### src/rtl/mix_tree_pkg.sv
// Shared types and helpers for the mixing-tree sequencer: FSM state encoding,
// default sizing constants and the next-inlet search.
package mix_tree_pkg;

  typedef enum logic [2:0] {IDLE, LOAD, MIX, DISPENSE, DONE} state_t;

  localparam int DEF_DEPTH    = 6;
  localparam int DEF_CNT_W    = 16;
  localparam int DEF_DISP_CYC = 32;

  // Widest mask the search handles (DEPTH <= 8); narrower masks are zero-extended.
  localparam int MAX_IN = 256;

  // Index of the lowest set bit at or above 'from', or -1 if there is none.
  function automatic int lowest_set_from(input logic [MAX_IN-1:0] mask, input int from);
    int r;
    r = -1;
    for (int i = MAX_IN - 1; i >= 0; i--)
      if (mask[i] && i >= from) r = i;
    return r;
  endfunction

endpackage

### src/rtl/mix_tree_timer.sv
// Loadable down-counter shared by every timed phase. A load value of 0 is
// clamped to 1; expire marks the last cycle of the loaded interval.
module mix_tree_timer #(
  parameter int CNT_W = 16
) (
  input  logic             clk,
  input  logic             rst_n,
  input  logic             load,
  input  logic [CNT_W-1:0] load_val,
  output logic             expire
);

  logic [CNT_W-1:0] cnt;

  always_ff @(posedge clk or negedge rst_n) begin
    if (!rst_n)           cnt <= '0;
    else if (load)        cnt <= (load_val == '0) ? CNT_W'(1) : load_val;
    else if (cnt != '0)   cnt <= cnt - CNT_W'(1);
  end

  assign expire = (cnt == CNT_W'(1));

endmodule

### src/rtl/mix_tree_sequencer.sv
// Timed valve/mixer sequencer for a binary mixing tree of 2**DEPTH inlets:
// load each enabled inlet, mix leaf-to-root, dispense. Build with
// MIX_TREE_STATS_EN to get saturating run/abort counters.
module mix_tree_sequencer
  import mix_tree_pkg::*;
#(
  parameter int DEPTH    = DEF_DEPTH,
  parameter int CNT_W    = DEF_CNT_W,
  parameter int DISP_CYC = DEF_DISP_CYC,
  localparam int N_IN    = 2**DEPTH
) (
  input  logic             clk,
  input  logic             rst_n,
  input  logic             start,
  input  logic             abort,
  input  logic [N_IN-1:0]  in_mask,
  input  logic [CNT_W-1:0] cfg_load_cyc,
  input  logic [CNT_W-1:0] cfg_mix_cyc,
  output logic [N_IN-1:0]  inlet_valve,
  output logic [DEPTH-1:0] level_mix,
  output logic             outlet_valve,
  output logic             busy,
  output logic             done,
  output logic             err,
  output logic [CNT_W-1:0] run_count,
  output logic [CNT_W-1:0] abort_count
);

  state_t           state_q, state_d;
  logic [N_IN-1:0]  mask_q;
  logic [CNT_W-1:0] load_q, mix_q;
  logic [DEPTH-1:0] idx_q, idx_d;
  logic [N_IN-1:0]  inlet_d;
  logic [DEPTH-1:0] level_d;
  logic             outlet_d, done_d, err_d, busy_d;
  logic             cap, t_load, t_exp, abort_take;
  logic [CNT_W-1:0] t_val;
  int               first_set, next_set;

  assign first_set = lowest_set_from(MAX_IN'(in_mask), 0);
  assign next_set  = lowest_set_from(MAX_IN'(mask_q), int'(idx_q) + 1);

  mix_tree_timer #(.CNT_W(CNT_W)) u_timer (
    .clk      (clk),
    .rst_n    (rst_n),
    .load     (t_load),
    .load_val (t_val),
    .expire   (t_exp)
  );

  always_comb begin
    state_d    = state_q;
    idx_d      = idx_q;
    inlet_d    = '0;
    level_d    = '0;
    outlet_d   = 1'b0;
    done_d     = 1'b0;
    err_d      = 1'b0;
    cap        = 1'b0;
    t_load     = 1'b0;
    t_val      = load_q;
    abort_take = 1'b0;
    unique case (state_q)
      IDLE: if (start) begin
        if (|in_mask) begin
          cap     = 1'b1;
          state_d = LOAD;
          idx_d   = DEPTH'(first_set);
          inlet_d = N_IN'(1) << idx_d;
          t_load  = 1'b1;
          t_val   = cfg_load_cyc;
        end else begin
          err_d   = 1'b1;
        end
      end
      LOAD: if (abort) abort_take = 1'b1;
      else if (t_exp) begin
        t_load = 1'b1;
        if (next_set >= 0) begin
          idx_d   = DEPTH'(next_set);
          inlet_d = N_IN'(1) << idx_d;
          t_val   = load_q;
        end else begin
          state_d = MIX;
          level_d = DEPTH'(1) << (DEPTH - 1);
          t_val   = mix_q;
        end
      end else inlet_d = inlet_valve;
      // level_mix is one-hot, so walking toward the root is a right shift
      MIX: if (abort) abort_take = 1'b1;
      else if (t_exp) begin
        t_load = 1'b1;
        if (level_mix[0]) begin
          state_d  = DISPENSE;
          outlet_d = 1'b1;
          t_val    = CNT_W'(DISP_CYC);
        end else begin
          level_d  = level_mix >> 1;
          t_val    = mix_q;
        end
      end else level_d = level_mix;
      DISPENSE: if (abort) abort_take = 1'b1;
      else if (t_exp) begin
        state_d = DONE;
        done_d  = 1'b1;
      end else outlet_d = 1'b1;
      DONE:    state_d = IDLE;
      default: state_d = IDLE;
    endcase
    if (abort_take) begin
      state_d  = IDLE;
      inlet_d  = '0;
      level_d  = '0;
      outlet_d = 1'b0;
      err_d    = 1'b1;
    end
    busy_d = (state_d != IDLE);
  end

  always_ff @(posedge clk or negedge rst_n) begin
    if (!rst_n) begin
      state_q      <= IDLE;
      idx_q        <= '0;
      mask_q       <= '0;
      load_q       <= '0;
      mix_q        <= '0;
      inlet_valve  <= '0;
      level_mix    <= '0;
      outlet_valve <= 1'b0;
      busy         <= 1'b0;
      done         <= 1'b0;
      err          <= 1'b0;
    end else begin
      state_q      <= state_d;
      idx_q        <= idx_d;
      inlet_valve  <= inlet_d;
      level_mix    <= level_d;
      outlet_valve <= outlet_d;
      busy         <= busy_d;
      done         <= done_d;
      err          <= err_d;
      if (cap) begin
        mask_q <= in_mask;
        load_q <= cfg_load_cyc;
        mix_q  <= cfg_mix_cyc;
      end
    end
  end

`ifdef MIX_TREE_STATS_EN
  always_ff @(posedge clk or negedge rst_n) begin
    if (!rst_n) begin
      run_count   <= '0;
      abort_count <= '0;
    end else begin
      if (done_d && run_count != '1)       run_count   <= run_count + CNT_W'(1);
      if (abort_take && abort_count != '1) abort_count <= abort_count + CNT_W'(1);
    end
  end
`else
  assign run_count   = '0;
  assign abort_count = '0;
`endif

endmodule
### config.mk
export PLATFORM = sky130hd
export DESIGN_NAME = mix_tree_sequencer
export DESIGN_NICKNAME = d
export VERILOG_FILES = /design/src/rtl/mix_tree_pkg.sv /design/src/rtl/mix_tree_timer.sv /design/src/rtl/mix_tree_sequencer.sv
export SDC_FILE = /design/constraint.sdc
export NUM_CORES = 1
export LEC_CHECK = 0
export BUFFER_PORTS_ARGS = -buffer_cell sky130_fd_sc_hd__clkbuf_2
export CAP_MARGIN = 20
export CORE_MARGIN = 3
export CORE_UTILIZATION = 58
export CTS_CLUSTER_SIZE = 24
export DETAILED_ROUTE_END_ITERATION = 7
export PLACE_DENSITY = 0.79
export SLEW_MARGIN = 20
export SYNTH_ARGS = -nofsm -noshare
export SYNTH_HDL_FRONTEND = slang
export SYNTH_HIERARCHICAL = 1
export SYNTH_SLANG_ARGS = --single-unit
### constraint.sdc
create_clock -name clk -period 5.8 [get_ports clk]
set_clock_uncertainty 0.1 [all_clocks]
set_input_delay 1.16 -clock clk [delete_from_list [all_inputs] [get_ports clk]]
set_output_delay 1.16 -clock clk [all_outputs]
set_load 0.03 [all_outputs]
==> impl_metrics.env <==
export IMPL_status="finished, final reports clean"
export IMPL_tightest_slew_ns=1.03
export IMPL_critPathRequiredTime_ns=6.00
export IMPL_ant_nets=0
export IMPL_antenna_found_initial=3
export IMPL_clock_fmax_mhz=187
export IMPL_port_buffers=173
export IMPL_rrSetupSlack_ns=0.46
export IMPL_core_um2=22000
export IMPL_synth_cell_types=107
export IMPL_crit_path_max_incr_delay_ns=0.79
export IMPL_finalSetupViolCount=0
export IMPL_clk_pin_slew_worst_paths_ns=0.09
export IMPL_cpMaxStageDelayCell="nor2_1"
export IMPL_wl_per_cell_um=25.4
export IMPL_r2r_end="u_timer/cnt[6]"
export IMPL_crit_top_cell="o21ai_0"
export IMPL_crit_path_end_kind="flip-flop"
export IMPL_die_area_um2=24300
export IMPL_clock_sinks=195
export IMPL_drv_slew=0
export IMPL_routed_wl_mm=48.7
export IMPL_fin_setup_tns_ns=0
export IMPL_rsz0062_at_grt="false"
export IMPL_ys_ff_latch=195
export IMPL_cp_cell_sequence="ha_1 > buf_4 > xor2_2 > nor2_1 > o21ai_0 > a21oi_1 > o21bai_1 > nand4b_1 > or2_2 > nor3_2 > a22o_1 > and3_2 > a221o_1 > nor4_1 > a41oi_1 > a32oi_1 > o21ai_0"
export IMPL_crit_type="flip-flop to flip-flop"
export IMPL_ys_async_sr_fraction=1.00
export IMPL_rows=54
export IMPL_synthFlopType="dfrtp_1"
export IMPL_max_slew_margin_rel=0.303
export IMPL_finalPower_mw=5.98
export IMPL_clk_latency_ns=0.44
export IMPL_viasPerCell=7.02
export IMPL_cellLeakagePower_nw=6.38
export IMPL_gp_congestion=1.05
export IMPL_hp_class="flip-flop to flip-flop"
export IMPL_final_net_count=1729
export IMPL_start_util=0.594
export IMPL_htreeDepth=4
export IMPL_maxCapViolCount=0
export IMPL_ys_seq_area_frac=0.374
export IMPL_pin_count=206
export IMPL_grt_use_total=0.393
export IMPL_cts_tree="yes"
export IMPL_clockBufferDepth=2
export IMPL_cts_made_buffers=17
export IMPL_dpl_hpwl_mm=37.5
export IMPL_period_needed_ns=5.34
export IMPL_die_y_um=156
export IMPL_drc=0
export IMPL_drive_gt1_frac=0.240
export IMPL_crit_start="idx_q[1]"
export IMPL_vdd_drop_max_mv=0.242
export IMPL_timing_final_crit_share=0.920
export IMPL_cts_root_buf="clkbuf_16"
export IMPL_grt_max_degree=98
export IMPL_dr_total_vias=13400
export IMPL_syn_to_final_growth_pct=13.7
export IMPL_syn_area_um2=13000
export IMPL_synth_edf_count=0
export IMPL_crit_end="u_timer/cnt[6]"
export IMPL_grt_pass1_wl_mm=74.1
export IMPL_ys_warn_count=6
export IMPL_crit_fanout=27
export IMPL_n_antenna_cell=0
export IMPL_syn_avg_cell_area_um2=8.93
export IMPL_cp_arrival_ns=5.54
export IMPL_synth_cells=1460
export IMPL_finalHoldViolCount=0
export IMPL_first_global_vias=12500
export IMPL_r2r_cells=17
export IMPL_dr_pass1_iters=6
export IMPL_critPathLaunchType="flip-flop"
export IMPL_gr_total_overflow=0
export IMPL_die_x_um=156
export IMPL_r2r_start="idx_q[1]"
export IMPL_drtIter0Drc=1893
export IMPL_powerDensity_nw_per_um2=403
==> cells in the mapped netlist (35+ instances only) <==
master    count  area, µm²
nand2_1     123        462
buf_4        37        278
nor2_1      117        439
dfrtp_1     195       4880
nand3_1      50        250
inv_1        43        161
a22oi_1      63        473
nor3_1       41        205
a21oi_1      61        305
o31ai_1      35        263
mux2_2       76        856
clkbuf_1     41        154
o21ai_0      99        495
==> stage by stage <==
step / cells / worst slack [ns] / utilization / hold slack [ns] / instance area [µm²]
final: 1916 / 0.464 / 0.676 / 0.385 / 14800
after global placement: 1883 / 0.598 / 0.645 / 0.361 / 14200
after global routing: 1916 / 0.137 / 0.676 / 0.393 / 14800
after floorplan: 1491 / 0.978 / - / 0.350 / 13200
after detailed placement: 1884 / 0.446 / 0.646 / 0.366 / 14200
after CTS: 1916 / 0.384 / 0.675 / 0.385 / 14800
==> final cells by class <==
cell class | count | area (µm²)
clock buffer | 17 | 425
fill | 1811 | 7120
tap | 280 | 350
sequential | 195 | 4880
timing repair buffer | 222 | 1270
clock inverter | 15 | 199
inverter | 44 | 165
multi-input combinational | 1143 | 7540
==> layer usage <==
| layer | vias to the layer above | GRT usage | share of wire |
|---|---|---|---|
| met1 | 6497 | 0.581 | 0.41 |
| li1 | 5806 | - | - |
| met4 | 4 | 0.141 | 0.037 |
| met5 | - | 0 | 0.00055 |
| met3 | 125 | 0.0843 | 0.12 |
| met2 | 1010 | 0.569 | 0.42 |
==> how the worst min path moves through the flow <==
stage	slack, ns	depth (start not counted)	from	endpoint
floorplan	0.35	1	load_q[0]	load_q[0]
global placement	0.36	1	load_q[10]	load_q[10]
detailed placement	0.37	1	load_q[8]	load_q[8]
CTS	0.38	1	load_q[8]	load_q[8]
global route	0.39	1	load_q[8]	load_q[8]
finish	0.38	1	load_q[9]	load_q[9]
==> repair_timing <==
action / CTS / global route
endpoints found under the setup margin: 0 / 4
gates resized for setup: 0 / 6
buffers inserted: 0 / 0
hold buffers: 0 / 0
==> registers in the layout (all words and copies together) (netlist names), 3 cells and up <==
register,count
inlet_valve,64
mask_q,64
load_q,16
mix_q,16
u_timer/cnt,16
idx_q,6
level_mix,6
state_q,3
==> cell families after synthesis <==
kind of cell,after synthesis,synth area share
compound gates,497,0.274
xor+xnor,11,0.00998
fa+ha+maj,6,0.00575
buf+inv,153,0.0605
flops,195,0.374
mux,81,0.0694
other cells,1,0.000287
simple gates,516,0.206
==> worst max-delay path: cells and delay by family (launching register included) <==
family | cells | cell delay (ns)
adder cells (fa/ha/maj) | 1 | 0.22
AND/OR/NAND/NOR | 6 | 1.89
AO/OA/AOI/OAI | 8 | 1.91
XOR/XNOR | 1 | 0.20
buffers and inverters | 1 | 0.33
flip-flops | 1 | 0.53
==> report_power, final <==
group,switching (mW),total (mW),internal (mW)
Sequential,0.287,1.87,1.58
Combinational,1.97,2.87,0.894
Clock,0.646,1.24,0.598
==> layout by cell type (no fill, tap or decap), types with 8 or more instances in the layout <==
| cell type | n |
|---|---|
| or3_1 | 10 |
| nand4_1 | 10 |
| o21ai_1 | 17 |
| o211ai_1 | 14 |
| and3_1 | 17 |
| clkbuf_2 | 172 |
| conb_1 | 32 |
| nand2_1 | 123 |
| mux2_2 | 76 |
| a221o_1 | 20 |
| a21o_1 | 18 |
| nor2_1 | 116 |
| nor3_1 | 40 |
| a21oi_1 | 61 |
| o2111ai_1 | 8 |
| a31oi_1 | 15 |
| a211oi_1 | 17 |
| o21ai_0 | 98 |
| nor2b_1 | 24 |
| inv_1 | 43 |
| a211o_1 | 9 |
| a22oi_1 | 63 |
| o21a_1 | 9 |
| nand2b_1 | 16 |
| o31ai_1 | 35 |
| clkbuf_16 | 17 |
| nand3_1 | 50 |
| dfrtp_1 | 195 |
| and2_1 | 25 |
| nor4_1 | 19 |
| buf_4 | 46 |
Note: power is estimated with default switching activity, not from simulation.
